<file path="src/rtl/bcd_digit_counter.sv">
// rtl/bcd_digit_counter.sv - prescaled single-digit BCD up/down counter with synchronous load
module bcd_digit_counter #(
    parameter int DIV       = 10,
    parameter int RESET_VAL = 0
) (
    input  logic       clk,
    input  logic       rst,
    input  logic       en,
    input  logic       up,
    input  logic       load,
    input  logic [3:0] load_val,
    output logic       out1,
    output logic       out2,
    output logic       out3,
    output logic       out4,
    output logic       carry,
    output logic       borrow,
    output logic       step,
    output logic       load_err
);

    // Prescaler needs at least one bit even when DIV=1 (it then sits at 0 and
    // every enabled cycle is a step cycle).
    localparam int             PW        = (DIV > 1) ? $clog2(DIV) : 1;
    localparam logic [PW-1:0]  PRE_MAX   = PW'(DIV - 1);
    localparam logic [PW-1:0]  PRE_ONE   = PW'(1);
    localparam logic [3:0]     RST_DIGIT = 4'(RESET_VAL);

    logic [3:0]    digit_q,    digit_d;
    logic [PW-1:0] pre_q,      pre_d;
    logic          carry_q,    carry_d;
    logic          borrow_q,   borrow_d;
    logic          step_q,     step_d;
    logic          load_err_q, load_err_d;

    // Next-state: load (valid or not) pre-empts stepping; otherwise the
    // prescaler advances while enabled and the digit moves when it wraps.
    always_comb begin
        digit_d    = digit_q;
        pre_d      = pre_q;
        carry_d    = 1'b0;
        borrow_d   = 1'b0;
        step_d     = 1'b0;
        load_err_d = 1'b0;
        if (load) begin
            if (load_val <= 4'd9) begin
                digit_d = load_val;
                pre_d   = '0;
            end else begin
                load_err_d = 1'b1;
            end
        end else if (en) begin
            if (pre_q == PRE_MAX) begin
                pre_d  = '0;
                step_d = 1'b1;
                if (up) begin
                    if (digit_q == 4'd9) begin
                        digit_d = 4'd0;
                        carry_d = 1'b1;
                    end else begin
                        digit_d = digit_q + 4'd1;
                    end
                end else begin
                    if (digit_q == 4'd0) begin
                        digit_d  = 4'd9;
                        borrow_d = 1'b1;
                    end else begin
                        digit_d = digit_q - 4'd1;
                    end
                end
            end else begin
                pre_d = pre_q + PRE_ONE;
            end
        end
    end

    // State and pulse registers; reset discards any prescaler phase.
    always_ff @(posedge clk) begin
        if (rst) begin
            digit_q    <= RST_DIGIT;
            pre_q      <= '0;
            carry_q    <= 1'b0;
            borrow_q   <= 1'b0;
            step_q     <= 1'b0;
            load_err_q <= 1'b0;
        end else begin
            digit_q    <= digit_d;
            pre_q      <= pre_d;
            carry_q    <= carry_d;
            borrow_q   <= borrow_d;
            step_q     <= step_d;
            load_err_q <= load_err_d;
        end
    end

    assign out1     = digit_q[3];
    assign out2     = digit_q[2];
    assign out3     = digit_q[1];
    assign out4     = digit_q[0];
    assign carry    = carry_q;
    assign borrow   = borrow_q;
    assign step     = step_q;
    assign load_err = load_err_q;

endmodule

</file>
<file path="config.mk">
export PLATFORM = sky130hd
export DESIGN_NAME = bcd_digit_counter
export DESIGN_NICKNAME = d
export VERILOG_FILES = /design/src/rtl/bcd_digit_counter.sv
export SDC_FILE = /design/constraint.sdc
export NUM_CORES = 1
export LEC_CHECK = 0
export CAP_MARGIN = 20
export CORE_ASPECT_RATIO = 1.25
export CORE_MARGIN = 4
export CORE_UTILIZATION = 41
export DETAILED_ROUTE_END_ITERATION = 8
export MAX_ROUTING_LAYER = met4
export PLACE_DENSITY_LB_ADDON = 0.15
export SETUP_SLACK_MARGIN = 0.4
export SYNTH_ARGS = -nofsm -noshare
export SYNTH_HDL_FRONTEND = slang
export SYNTH_SLANG_ARGS = --single-unit
</file>
<file path="constraint.sdc">
create_clock -name clk -period 1.7 [get_ports clk]
set_input_delay 0.34 -clock clk [delete_from_list [all_inputs] [get_ports clk]]
set_output_delay 0.34 -clock clk [all_outputs]
set_load 0.02 [all_outputs]
</file>
==> summary.md <==
| Metric | Value |
|---|---|
| CTS Buffer Depth | 2 |
| CTS tree | done |
| Clock-pin slew on the worst setup and hold paths | around 0.080 ns |
| Seq cells post-synth | 12 |
| GRT Total Usage | between 10% and 20% |
| Crit path buffers/inverters | 0 |
| Reg2reg path depth | 4 |
| Core area | between 0.0015 and 0.002 sq mm |
| WS Path Type | register to register |
| Io pins | 17 |
| Mapped Area | around 750 sq um |
| Final nets | between 100 and 150 |
| First-pass GRT wire length | ~3000 microns |
| Mapped Avg Cell Area | ~9.2 sq um |
| RSZ-0062 raised after global routing | yes |
| Worst R2R Start | digit_q[1]$_SDFFE_PP0P_ |
| Crit-path cells | or4_4, a211oi_2, a211oi_2, a221oi_2 |
| Worst EP arrival | around 1.6 ns |
| TritonCTS Buffers | 3 |
| Clk_skew | 0.00230 ns |
| DR DRC count | 0 |
| Row Count | 17 |
| CP delay by family, top | simple AND/OR/NAND/NOR gates |
| Min Tclk post-route | between 1 and 1.5 ns |
| Synth area leader | dfxtp_1 |
| Clk sinks | 12 |
| R2R setup slack | 0.26 ns |
| Initial Utilization | 42.8% |
| # diodes | 0 |
| Largest cells by area after synthesis | dfxtp_1 32%, a21oi_1 4.7%, clkbuf_8 3.7%, inv_1 3.5%, ha_1 3.4% |
| Critical Path Slowest Stage Cell | or4_4 |
| Critical path startpoint | digit_q[1]$_SDFFE_PP0P_ |
| Total chip power | 0.737 mW |
| Via count | 740 |
| Root Driver | clkbuf_4 |
| DP Wirelength | about 1200 microns |
| Synth-to-Final Area Change | 52.6% |
| Crit path launch type | register |
| Post-synth top area share | around a third |
| Crit path top cell by count | a211oi_2 |
| Worst-path fanout max | 2 |
| Hold Path Depth | 2 |
| EDFF count, synth | 0 |
| Critical path endpoint category | register |
| Yosys warnings | 0 |
| Die Width | 46.2 microns |
| Min Hold Slack | 0.493 ns |
| PortBufs | 16 |
| FF-to-FF End | digit_q[3]$_SDFFE_PP0P_ |
| Worst-Skew Late Latency | approximately 0.27 ns |
| Worst slew margin | 84.0% |
| # setup viols final | 0 |
| Vias in the first global route | ~710 |
| PwrDens | approximately 650 mW/mm^2 |
| Synth Flop Type | dfxtp_1 |
| Gr ovfl total | 0 |
| Largest net degree at the start of global routing | 14 |
| F_max | 0.695 GHz |
| Synth unique cells | 40 |
| Starting DRT DRC Count | 4 |
| Sequential fraction of the synthesis area | about 32% |
| Setup Slack @ Placement | -0.159 ns |
| H-tree lvl count | 1 |
| Hold Crit Class | register to register |
| Chip Height | roughly 56 microns |
| Fin. max-slew vios | 0 |
| Syn Inst Count | between 80 and 90 |
| Peak VDD IR | about 0.44 mV |
| Max_cap viols | 0 |
| Critical path's largest stage delay | approximately 0.53 ns |
| Outcome | finished clean |
| Tightest Pin Transition | ~0.24 ns |
| Hold violation count in the final report | 0 |
| Crit path to | digit_q[3]$_SDFFE_PP0P_ |
| WL final | about 1800 microns |
| Leak | around 0.51 nW |
| Drt first pass iters | 4 |
| Levels on crit path | 4 |
| Fill cells | 156 |
| Vias/cell | about 5.4 |
| Most common cell in the synthesized netlist | dfxtp_1 |
| Fraction of registers with async set/reset | 0% |
| Share of cells above drive strength 1 | 49.6% |
| Final worst-path cycle share | 84.6% |
| Post-synth top cells | 12 x dfxtp_1, 7 x a21oi_1, 7 x inv_1 |
| Routed Antenna Nets | 0 |
| Critical Path RT | 1.89 ns |
| Syn_nets | roughly 90 |
| Initial antenna violation count | 0 |
| WL/cell | 13.5 microns |
| Setup WS post-layout | between 0.2 and 0.3 ns |
| Fin cells | between 100 and 150 |
| RD Place Congestion | slightly below 0.8 |
| Die area | between 0.002 and 0.003 sq mm |
| Dpl cells | between 100 and 150 |
==> tightest hold or removal path: cells and delay by family (launching register included) <==
family,cells,cell delay [ns]
compound gates,1,0.05
flops,1,0.34
simple gates,1,0.06
==> timing repair <==
action,4_1_cts,5_1_grt
setup endpoints to repair,19,14
setup buffers,10,1
resized for setup,42,9
hold buffers,0,0
pin swaps,11,4
==> metrics by stage <==
stage               utilization (%)  setup TNS (ns)  instance area [sq um]
CTS                            63.9               0                   1110
detailed placement             55.3          -0.858                    965
global route                   65.4               0                   1140
global placement               55.3          -0.748                    965
finish                         65.4               0                   1140
floorplan                         -               0                    761
==> state kept, by name, summed over array words and instances (netlist names) <==
| register | cells |
|---|---|
| load_err | 1 |
| digit_q | 4 |
| borrow | 1 |
| pre_q | 4 |
| carry | 1 |
| step | 1 |
==> layer usage <==
| metal | vias up | share of wire (%) | routed length, microns | global-route usage [%] |
|---|---|---|---|---|
| li1 | 369 | - | - | - |
| met1 | 358 | 37 | 671 | 17.3 |
| met2 | 9 | 58 | 1060 | 27.0 |
| met3 | 4 | 3.0 | 55 | 2.27 |
| met4 | 0 | 2.5 | 45 | 8.54 |
| met5 | - | 0 | 0 | - |
==> how the worst min path moves through the flow <==
stage	start	endpoint
3_3_place_gp	pre_q[3]$_SDFFE_PP0P_	pre_q[3]$_SDFFE_PP0P_
4_1_cts	pre_q[3]$_SDFFE_PP0P_	pre_q[3]$_SDFFE_PP0P_
6_report	pre_q[3]$_SDFFE_PP0P_	pre_q[3]$_SDFFE_PP0P_
3_5_place_dp	pre_q[3]$_SDFFE_PP0P_	pre_q[3]$_SDFFE_PP0P_
5_1_grt	digit_q[2]$_SDFFE_PP0P_	carry$_SDFF_PP0_
2_1_floorplan	pre_q[2]$_SDFFE_PP0P_	pre_q[2]$_SDFFE_PP0P_
==> area by class of cell <==
type | count | area (sq um) | share of cell area, %
tap | 19 | 23.8 | 2.09
multi-input combinational | 56 | 472 | 41.4
inverter | 7 | 26.3 | 2.31
clock buffer | 4 | 36.3 | 3.18
sequential | 12 | 258 | 22.6
timing repair buffer | 38 | 324 | 28.4
==> layout by cell type, fill, tap and decap left out, types with 4 or more instances in the layout <==
cell	count
buf_4	17
nand2_1	5
a21oi_1	5
dfxtp_1	6
dlygate4sd2_1	10
buf_6	7
dfxtp_4	4
inv_1	5
==> kinds of logic (layout without fill, tap and decap cells) <==
family	Yosys count	in the layout	share of synthesized area, %
buf+inv	13	49	11.1
compound gates	22	22	25.0
mux	2	2	2.85
xor+xnor	2	2	2.35
simple gates	28	28	23.3
flops	12	12	32.2
fa+ha+maj	2	2	3.35
==> power by group <==
part | internal [mW] | switching [mW] | total (mW) | leakage [nW]
clock network | 0.130 | 0.100 | 0.230 | 0.0210
logic | 0.109 | 0.0914 | 0.201 | 0.389
registers | 0.292 | 0.0142 | 0.306 | 0.101
total | 0.531 | 0.206 | 0.737 | 0.511
Note: power is estimated with default switching activity, not from simulation.
